--- src/rtl/aesl_deadlock_monitor.sv ---
// aesl_deadlock_monitor
//   Deadlock monitor for a dataflow region of PROC_NUM processes. Each process
//   has a stall counter that filters transient blocking. When any process has
//   been blocked for STALL_THRESH consecutive cycles, the wait-for matrix is
//   snapshotted and every dependence cycle is walked, one record per visited
//   process, over a valid/ready report port.
//
//   Optional feature: define DL_TIMESTAMP_EN to add a free-running cycle
//   counter whose value at the snapshot edge is reported in rpt_time.
//   Without it rpt_time is tied to 0.
//
// Ports
//   clock, reset   rising-edge clock, asynchronous active-low reset
//   block_vec      bit i = process i blocked this cycle
//   wait_for       bit i*PROC_NUM+j = process i waits on process j
//   dl_detect_out  sticky, deadlock confirmed
//   rpt_*          report record stream (valid/ready)
//   token_clear    1-cycle pulse when the last record of a cycle is accepted
//   report_done    sticky, every stalled process reported
//   dbg_state      current FSM state (0 idle, 1 seek, 2 emit, 3 done)
//
// Handshake: a record transfers on a rising edge where rpt_valid and
// rpt_ready are both 1. Once rpt_valid is raised it stays high and every
// rpt_* field stays stable until that transfer happens.
module aesl_deadlock_monitor #(
    parameter int PROC_NUM      = 4,
    parameter int STALL_THRESH  = 64,
    parameter int MAX_CYCLE_LEN = PROC_NUM,
    parameter int TS_W          = 32,
    localparam int IDX_W = ($clog2(PROC_NUM) > 1) ? $clog2(PROC_NUM) : 1,
    localparam int ID_W  = IDX_W + 1,
    localparam int CNT_W = $clog2(STALL_THRESH + 1)
) (
    input  logic                         clock,
    input  logic                         reset,
    input  logic [PROC_NUM-1:0]          block_vec,
    input  logic [PROC_NUM*PROC_NUM-1:0] wait_for,
    output logic                         dl_detect_out,
    output logic                         rpt_valid,
    input  logic                         rpt_ready,
    output logic [ID_W-1:0]              rpt_cycle_id,
    output logic [IDX_W-1:0]             rpt_step,
    output logic [IDX_W-1:0]             rpt_proc,
    output logic [1:0]                   rpt_term,
    output logic [TS_W-1:0]              rpt_time,
    output logic                         token_clear,
    output logic                         report_done,
    output logic [1:0]                   dbg_state
);

    typedef enum logic [1:0] {
        ST_IDLE = 2'd0,
        ST_SEEK = 2'd1,
        ST_EMIT = 2'd2,
        ST_DONE = 2'd3
    } state_t;

    state_t              state_q, state_d;
    logic [CNT_W-1:0]    cnt_q [PROC_NUM];
    logic [CNT_W-1:0]    cnt_d [PROC_NUM];
    logic [PROC_NUM-1:0] wf_q  [PROC_NUM];
    logic [PROC_NUM-1:0] wf_d  [PROC_NUM];
    logic [PROC_NUM-1:0] det_q, det_d, done_q, done_d, visit_q, visit_d;
    logic [ID_W-1:0]     cycle_id_q, cycle_id_d;
    logic [IDX_W-1:0]    cur_q, cur_d, origin_q, origin_d, step_q, step_d;

    logic [PROC_NUM-1:0] stalled;
    logic                snap;
    logic                seek_found;
    logic [IDX_W-1:0]    seek_idx;
    logic [PROC_NUM-1:0] succ_row;
    logic                next_found;
    logic [IDX_W-1:0]    next_idx;
    logic [PROC_NUM-1:0] seen;
    logic [1:0]          term;
    logic                accept;

    // Stall counters run in every state; only IDLE looks at them.
    always_comb begin
        for (int i = 0; i < PROC_NUM; i++) begin
            stalled[i] = (cnt_q[i] == CNT_W'(STALL_THRESH));
            if (!block_vec[i])   cnt_d[i] = '0;
            else if (stalled[i]) cnt_d[i] = cnt_q[i];
            else                 cnt_d[i] = cnt_q[i] + 1'b1;
        end
    end

    assign snap = (state_q == ST_IDLE) && (|stalled);

    // Lowest-index searches: iterate downwards so the lowest hit wins.
    always_comb begin
        seek_found = 1'b0;
        seek_idx   = '0;
        for (int i = PROC_NUM - 1; i >= 0; i--) begin
            if (det_q[i] && !done_q[i]) begin
                seek_found = 1'b1;
                seek_idx   = IDX_W'(i);
            end
        end
        succ_row   = wf_q[cur_q];
        next_found = 1'b0;
        next_idx   = '0;
        for (int j = PROC_NUM - 1; j >= 0; j--) begin
            if (succ_row[j]) begin
                next_found = 1'b1;
                next_idx   = IDX_W'(j);
            end
        end
    end

    // The process being reported counts as already visited, so a self-loop
    // off the origin terminates as a merge instead of repeating the process.
    always_comb begin
        seen = done_q | visit_q | (PROC_NUM'(1) << cur_q);
        if (next_found && (next_idx == origin_q))                      term = 2'd1;
        else if (next_found && seen[next_idx])                         term = 2'd2;
        else if (!next_found || (int'(step_q) == MAX_CYCLE_LEN - 1))   term = 2'd3;
        else                                                           term = 2'd0;
    end

    assign accept = (state_q == ST_EMIT) && rpt_ready;

    always_comb begin
        state_d    = state_q;
        det_d      = det_q;
        wf_d       = wf_q;
        done_d     = done_q;
        visit_d    = visit_q;
        cycle_id_d = cycle_id_q;
        cur_d      = cur_q;
        origin_d   = origin_q;
        step_d     = step_q;
        case (state_q)
            ST_IDLE: begin
                if (snap) begin
                    det_d      = stalled;
                    for (int i = 0; i < PROC_NUM; i++) begin
                        wf_d[i] = wait_for[i*PROC_NUM +: PROC_NUM];
                    end
                    done_d     = '0;
                    visit_d    = '0;
                    cycle_id_d = '0;
                    state_d    = ST_SEEK;
                end
            end
            ST_SEEK: begin
                if (seek_found) begin
                    cur_d    = seek_idx;
                    origin_d = seek_idx;
                    step_d   = '0;
                    state_d  = ST_EMIT;
                end else begin
                    state_d  = ST_DONE;
                end
            end
            ST_EMIT: begin
                if (accept) begin
                    done_d[cur_q]  = 1'b1;
                    visit_d[cur_q] = 1'b1;
                    if (term == 2'd0) begin
                        cur_d  = next_idx;
                        step_d = step_q + 1'b1;
                    end else begin
                        cycle_id_d = cycle_id_q + 1'b1;
                        visit_d    = '0;
                        state_d    = ST_SEEK;
                    end
                end
            end
            default: state_d = ST_DONE;
        endcase
    end

    always_ff @(posedge clock or negedge reset) begin
        if (!reset) begin
            state_q    <= ST_IDLE;
            det_q      <= '0;
            done_q     <= '0;
            visit_q    <= '0;
            cycle_id_q <= '0;
            cur_q      <= '0;
            origin_q   <= '0;
            step_q     <= '0;
            for (int i = 0; i < PROC_NUM; i++) begin
                cnt_q[i] <= '0;
                wf_q[i]  <= '0;
            end
        end else begin
            state_q    <= state_d;
            det_q      <= det_d;
            done_q     <= done_d;
            visit_q    <= visit_d;
            cycle_id_q <= cycle_id_d;
            cur_q      <= cur_d;
            origin_q   <= origin_d;
            step_q     <= step_d;
            for (int i = 0; i < PROC_NUM; i++) begin
                cnt_q[i] <= cnt_d[i];
                wf_q[i]  <= wf_d[i];
            end
        end
    end

`ifdef DL_TIMESTAMP_EN
    logic [TS_W-1:0] ts_q, ts_d, time_q, time_d;

    always_comb begin
        ts_d   = ts_q + 1'b1;
        time_d = snap ? ts_q : time_q;
    end

    always_ff @(posedge clock or negedge reset) begin
        if (!reset) begin
            ts_q   <= '0;
            time_q <= '0;
        end else begin
            ts_q   <= ts_d;
            time_q <= time_d;
        end
    end

    assign rpt_time = time_q;
`else
    assign rpt_time = '0;
`endif

    assign dl_detect_out = |det_q;
    assign rpt_valid     = (state_q == ST_EMIT);
    assign rpt_cycle_id  = cycle_id_q;
    assign rpt_step      = step_q;
    assign rpt_proc      = cur_q;
    assign rpt_term      = rpt_valid ? term : 2'd0;
    assign token_clear   = accept && (term != 2'd0);
    assign report_done   = (state_q == ST_DONE);
    assign dbg_state     = state_q;

endmodule
--- config.mk ---
export PLATFORM = sky130hd
export DESIGN_NAME = aesl_deadlock_monitor
export DESIGN_NICKNAME = d
export VERILOG_FILES = /design/src/rtl/aesl_deadlock_monitor.sv
export SDC_FILE = /design/constraint.sdc
export NUM_CORES = 1
export LEC_CHECK = 0
export BUFFER_PORTS_ARGS = -buffer_cell sky130_fd_sc_hd__buf_2
export CAP_MARGIN = 10
export CORE_UTILIZATION = 60
export DETAILED_ROUTE_END_ITERATION = 8
export PLACE_DENSITY_LB_ADDON = 0.3
export SETUP_SLACK_MARGIN = 0.4
export SYNTH_ARGS = -nofsm -noshare
export SYNTH_HDL_FRONTEND = slang
export SYNTH_SLANG_ARGS = --single-unit
--- constraint.sdc ---
create_clock -name clock -period 4.4 [get_ports clock]
set_input_delay 0 -clock clock [delete_from_list [all_inputs] [get_ports clock]]
set_output_delay 0 -clock clock [all_outputs]
set_load 0.02 [all_outputs]
==> summary.txt, run 1 <==
Outcome
  – Status: completed

STA
  – Fmax: 295 MHz
  – Slew @ Worst Pin: 1.28 ns
  – RSZ-0062 raised after global routing: no
  – WHS: 0.360 ns
  – Slew margin rel.: 13.4%
  – Final setup TNS: 0 ns
  – Clock skew: 0.0109 ns
  – Slew Viols, Final: 0
  – Period utilization: 77.1%
  – Min Tclk post-route: 3.39 ns
  – Setup violators final: 0
  – Final hold vios: 0

Finish
  – Most frequent cells in the layout: 69 x nand2_1, 67 x dfrtp_1, 38 x buf_2
  – Commonest non-fill, non-tap cell in the layout: nand2_1
  – Antenna cell count: 0
  – Area delta synth->final: 13.8%
  – Share of cells above drive strength 1: 13.4%
  – Fill cells: 451
  – Fin nets: 499

Synth
  – Average size of a mapped cell: 9.30 µm²
  – Post-synth top area cell: dfrtp_1
  – Main synth FF type: dfrtp_1
  – Number of synthesized flops with an enable pin: 0
  – Unique masters post-synth: 53
  – Sequential share of the synthesized area: 44.5%
  – Yosys reg bits: 67
  – Async set or reset register ratio after synthesis: 100%
  – Synthesized area: 3770 µm²
  – Synth area leaders: dfrtp_1 45%, nand2_1 6.9%, buf_4 6.8%
  – Yosys top cell area share: 44.5%
  – Ys Warns: 0
  – Mapped Cells: 405

Worst setup path
  – Crit path cell chain: mux4_2, a21boi_0, a311o_1, nor4b_4, and2_1, nor2_1, buf_2
  – R2R depth: 6
  – Critical path buffers and inverters: 1
  – Data arrival, critical path: 3.39 ns
  – CP peak stage delay: 0.69 ns
  – Crit end category: output port
  – Worst-path maximum fanout: 15
  – Highest-delay cell along the critical path: dfrtp_1
  – CP Depth: 7
  – Critical path's top delay family: simple AND/OR/NAND/NOR gates
  – CP Launch Type: flip-flop
  – Req. time, crit path: 4.40 ns
  – Crit Path Category: reg2out

CTS
  – Total of cells resized after clock tree synthesis: 0
  – CTS max path bufs: 2
  – CTS Buf Count: 9
  – Clk_lat worst skew: 0.35 ns
  – Reg clk slew, reported paths: 0.07 ns
  – CTS root buffer: clkbuf_8
  – Clk sinks: 67
  – H-tree lvl count: 3
  – CTS tree: done
  – Setup repair bufs after CTS: 0
  – CTS Hold Buffers Added: 22

Route
  – Post-DR wirelength/cell: 14.1 µm
  – DR vias/cell: 5.49
  – Via Count: 2,992
  – Drt pass-1 iters: 4
  – Post-route ant nets: 0
  – Detailed Route WL: 7690 µm
  – DRC: 0
  – 1st-iter DRT viols: 278

Global routing
  – First-pass GRT wire length: 12,800 µm
  – Initial antenna violation count: 0
  – Vias in the first global route: 2,713
  – GRT Total Usage: 25.9%
  – Grt total ovfl: 0
  – Pin count of the biggest net entering global routing: 68

Floorplan
  – Die height: 81.2 µm
  – Core ar.: 5990 µm²
  – Ports: 70
  – Die X: 81.2 µm
  – Die area: 6600 µm²
  – Num rows: 28
  – Initial core utilization: 62.9%

Run
  – Max-Cap Viols: 0

Min path
  – Hold WC Path Type: in2async

Power
  – Clock power share: 39.7%
  – Worst vdd ir: 191 µV
  – Sw power: 295 µW
  – Switch share: 24.3%
  – Logic pwr share: 8.0%
  – PwrDens: 283 nW/µm²
  – Sequential Power Share: 52.2%
  – Static leakage: 0.00199 µW
  – Pint: 920 µW

Place
  – DP HPWL: 5070 µm
  – IO Port Bufs: 37
  – RD Place Congestion: 0.824
-- layout make-up --
class | count | area [µm²] | share of cell area [%]
Tap cell | 75 | 93.8 | 2.19
Multi-Input combinational cell | 311 | 1860 | 43.4
Clock inverter | 3 | 40.0 | 0.934
Sequential cell | 67 | 1680 | 39.1
Inverter | 15 | 56.3 | 1.31
Clock buffer | 12 | 135 | 3.15
Timing Repair Buffer | 62 | 425 | 9.92
-- kinds of logic after synthesis --
logic type      synth area share (%)
simple gates                    24.7
fa+ha+maj                       3.32
xor+xnor                        4.88
flops                           44.5
buf+inv                         9.40
mux                             3.49
other cells                   0.0996
compound gates                  9.60
-- path summary, 6_finish.rpt --
check | to | slack, ns | from
setup / recovery | token_clear | 1.01 | rpt_proc[0]$_DFFE_PN0P_
hold / removal | cnt_q[12]$_DFFE_PN0P_ | 0.36 | reset
setup reg to reg | rpt_step[0]$_DFFE_PN0P_ | 1.30 | rpt_proc[0]$_DFFE_PN0P_
hold reg to reg | wf_q[4]$_DFFE_PN0P_ | 0.49 | wf_q[4]$_DFFE_PN0P_
max in group asynchronous | cnt_q[16]$_DFFE_PN0P_ | 3.50 | reset
min in group clock | wf_q[5]$_DFFE_PN0P_ | 0.37 | wait_for[9]
-- per-layer routing --
layer | GRT usage (%) | vias to the layer above | part of all wire (%)
met1 | 35.8 | 1416 | 45
li1 | - | 1430 | -
met4 | 14.5 | 0 | 2.9
met2 | 38.3 | 126 | 47
met5 | 0 | - | 0
met3 | 4.83 | 20 | 5.4
-- through the flow --
stage               util (%)  cell area, µm²  setup WS (ns)  cells  power [µW]
floorplan                  -            3880           1.82    436         718
global placement        64.9            3890           1.27    507         726
detailed placement      64.9            3890           1.15    507         729
CTS                     71.5            4280          0.841    544        1220
global route            71.6            4290          0.753    545        1260
finish                  71.6            4290           1.01    545        1210
-- power by group through the flow --
stage / Clock (µW) / Sequential, µW / Combinational, µW
floorplan: 0 / 645 / 73.7
global placement: 0 / 646 / 80.2
detailed placement: 0 / 646 / 83.0
CTS: 488 / 635 / 98.0
global route: 512 / 636 / 112
finish: 483 / 635 / 97.7
-- registers in the layout (all words and copies together), names as in the netlist --
register / flops
rpt_cycle_id: 3
dbg_state: 2
cnt_q: 28
det_q: 4
wf_q: 16
visit_q: 4
done_q: 4
origin_q: 2
rpt_proc: 2
rpt_step: 2
-- synthesized netlist by cell type, drive strengths merged, types with 3 or more instances --
cell type	number
inv	15
nor4	3
nor4b	3
nand3	19
clkbuf	6
and3	5
nand4	6
a21oi	12
a21boi	4
o21ai	10
mux4	4
buf	37
nand2b	3
nand2	69
nor2b	16
nor2	31
ha	10
o211ai	3
mux2i	3
xnor2	20
o31a	4
dfrtp	67
and2	20
a31oi	6
-- worst min-delay path, delay by kind of cell --
| family | cells | cell delay, ns |
|---|---|---|
| buffers and inverters | 3 | 1.23 |
Note: power is estimated with default switching activity, not from simulation.
==> run 2, diff against run 1 <==
ABC_AREA = 1   (was default)
CORE_UTILIZATION = 51   (was 60)
clock period = 3.05 ns   (was 4.4 ns; I/O delays follow)
==> summary.txt, run 2 <==
Worst setup path
  – Req. time, crit path: 3.05 ns (-1.35 ns)
  – Worst Setup SP: rpt_proc[1]$_DFFE_PN0P_
  – Worst-path maximum fanout: 11 (-4)
  – CP Launch Type: flip-flop
  – Reg-to-reg startpoint: cnt_q[21]$_DFFE_PN0P_
  – Crit end category: output port
  – Crit Path Category: reg2out
  – Data arrival, critical path: 2.28 ns (-1.11 ns)

Synth
  – Average size of a mapped cell: 8.11 µm² (-13%)
  – Mapped Cells: 477 (+18%)
  – Synth area leaders: dfrtp_1 43%, nand2_1 12%, buf_4 6.4%
  – Ys Warns: 0 (unchanged)
  – Synthesized area: 3870 µm² (+2.7%)
  – Unique masters post-synth: 36 (-32%)
  – Number of synthesized flops with an enable pin: 0 (unchanged)
  – Sequential share of the synthesized area: 43.3% (-1.2 points)
  – Most frequent cell after synthesis: nand2_1
  – Yosys top cell area share: 43.3% (-1.2 points)
  – Yosys reg bits: 67 (unchanged)
  – Main synth FF type: dfrtp_1
  – Async set or reset register ratio after synthesis: 100% (unchanged)
  – Post-synth top area cell: dfrtp_1
  – Synth cell count leaders: 122 x nand2_1, 67 x dfrtp_1, 54 x inv_1, 33 x buf_4, 30 x nor2_1

STA
  – Slew @ Worst Pin: 1.02 ns (-0.257 ns)
  – Clock skew: 0.0100 ns (-0.000865 ns)
  – Slew margin rel.: 31.7% (+18 points)
  – Setup violators final: 0 (unchanged)
  – Min Tclk post-route: 2.28 ns
  – Final hold vios: 0 (unchanged)
  – Period utilization: 74.9%
  – Final setup TNS: 0 ns (unchanged)
  – Fmax: 438 MHz
  – Slew Viols, Final: 0 (unchanged)
  – RSZ-0062 raised after global routing: no

Place
  – IO Port Bufs: 37 (unchanged)
  – RD Place Congestion: 0.763 (-7.4%)
  – DP HPWL: 5430 µm (+7.1%)
  – Post-DP Area: 4030 µm² (+3.7%)

Floorplan
  – Core ar.: 7290 µm² (+22%)
  – Die area: 7940 µm² (+20%)
  – Initial core utilization: 53.1% (-9.8 points)
  – Die height: 89.1 µm (+9.7%)
  – Num rows: 31 (+11%)
  – Ports: 70 (unchanged)
  – Die X: 89.1 µm (+9.7%)

Route
  – Drt pass-1 iters: 4 (unchanged)
  – DR vias/cell: 4.81 (-12%)
  – Detailed Route WL: 7510 µm (-2.4%)
  – Post-DR wirelength/cell: 11.6 µm (-17%)
  – 1st-iter DRT viols: 171 (-38%)
  – Post-route ant nets: 0 (unchanged)
  – DRC: 0 (unchanged)
  – Via Count: 3,105 (+3.8%)

Finish
  – Post-route cell area: 4470 µm² (+4.2%)
  – Area delta synth->final: 15.5%
  – Fin nets: 574 (+15%)
  – Share of cells above drive strength 1: 18.3% (+4.9 points)
  – Antenna cell count: 0 (unchanged)
  – Fill cells: 659 (+46%)
  – Regs by FF count: cnt_q (28), wf_q (16)
  – Commonest non-fill, non-tap cell in the layout: nand2_1
  – Most frequent cells in the layout: 122 x nand2_1, 66 x dfrtp_1, 54 x inv_1
  – Max FFs per register: 28 (unchanged)
  – Register bank with the most flops: cnt_q

Min path
  – Hold wc startpoint: rpt_ready
  – Hold WC Path Type: in2reg

CTS
  – CTS max path bufs: 2 (unchanged)
  – Clk sinks: 67 (unchanged)
  – H-tree lvl count: 3 (unchanged)
  – Clk_lat worst skew: 0.35 ns (about the same)
  – CTS tree: done
  – CTS root buffer: clkbuf_8
  – CTS Buf Count: 9 (unchanged)
  – Setup repair bufs after CTS: 0 (unchanged)
  – Reg clk slew, reported paths: 0.07 ns (about the same)

Outcome
  – Status: completed

Global routing
  – Grt total ovfl: 0 (unchanged)
  – First-pass GRT wire length: 12,600 µm (-1.8%)
  – Pin count of the biggest net entering global routing: 47 (-31%)
  – GRT Total Usage: 20.9% (-5.0 points)
  – Vias in the first global route: 2,900 (+6.9%)
  – Initial antenna violation count: 0 (unchanged)

Power
  – Worst vdd ir: 234 µV (+23%)
  – PwrDens: 452 nW/µm² (+60%)
  – Static leakage: 0.00231 µW (+16%)

Run
  – Max-Cap Viols: 0 (unchanged)
[run 2: cell count changes after synthesis, sizes merged, moves of 11 or more]
cell   before  now
nor2b      16    0
nor3        2   13
nand2      69  142
xnor2      20    2
inv        15   59
and2       20    0
o21ai      10   25
nand3      19   31
a21oi      12   27
[run 2: what timing repair did]
action / in CTS / in global routing
setup endpoints to repair: 0 / 1
hold buffers: 21 / 0
hold endpoints to repair: 86 / 0
gates resized for setup: 0 / 1
[run 2: final timing paths]
path | endpoint | slack [ns] | cells after the start
max | rpt_term[0] | 0.77 | 13
min in group asynchronous | rpt_step[1]$_DFFE_PN0P_ | 0.38 | 2
max in group asynchronous | cnt_q[20]$_DFFE_PN0P_ | 1.89 | 3
min | dbg_state[0]$_DFFE_PN0P_ | 0.13 | 5
max reg2reg | wf_q[14]$_DFFE_PN0P_ | 0.80 | 10
min reg2reg | wf_q[2]$_DFFE_PN0P_ | 0.49 | 2
[run 2: final cells by class]
class,count,area (µm²),share of cell area (%)
Inverter,59,226,5.07
Clock buffer,11,151,3.39
Sequential cell,67,1680,37.6
Clock inverter,5,75.1,1.68
Tap cell,99,124,2.77
Timing Repair Buffer,61,418,9.36
Multi-Input combinational cell,343,1790,40.2
[run 2: power breakdown]
part	total [µW]	internal, µW	switching, µW	leakage (µW)
registers	963	932	31.8	0.000821
clock network	835	501	334	0.000119
logic	221	79.2	142	0.00137
total	2020	1510	508	0.00231
[run 2: per-stage QoR]
step	total power, µW	instances	hold WS, ns	setup WS, ns	utilization, %
3_5_place_dp	1180	608	0.198	0.762	55.3
4_1_cts	2050	645	0.0992	0.594	61.2
2_1_floorplan	1140	508	-0.296	1.22	-
6_report	2020	645	0.131	0.767	61.3
5_1_grt	2120	645	0.152	0.575	61.3
3_3_place_gp	1170	608	0.195	0.895	55.3
[run 2: worst max-delay path, cell delays in order, from the launching register on]
cell,delay (ns)
dfrtp_1,0.56
inv_2,0.12
nand3_1,0.08
nand2_1,0.09
nor2_4,0.13
nand2_2,0.08
nand2_4,0.08
nand2_2,0.04
nand2_1,0.08
nand2_2,0.07
nand3_4,0.12
o21ai_0,0.10
a21oi_1,0.19
buf_2,0.20
[run 2: logic make-up (layout without fill, tap and decap cells)]
family | count (synthesis) | count (layout) | share of synthesized area, %
fa+ha+maj | 10 | 10 | 3.23
xor+xnor | 6 | 6 | 1.36
flops | 67 | 67 | 43.3
other cells | 1 | 32 | 0.0969
buf+inv | 98 | 136 | 13.3
simple gates | 239 | 239 | 30.7
compound gates | 56 | 56 | 7.96
[run 2: per-layer routing]
layer	GRT usage, %	vias to the layer above	share of wire, %
li1	-	1575	-
met1	24.7	1459	45
met2	36.2	58	50
met3	5.82	13	3.7
met4	7.79	0	1.6
met5	0	-	0
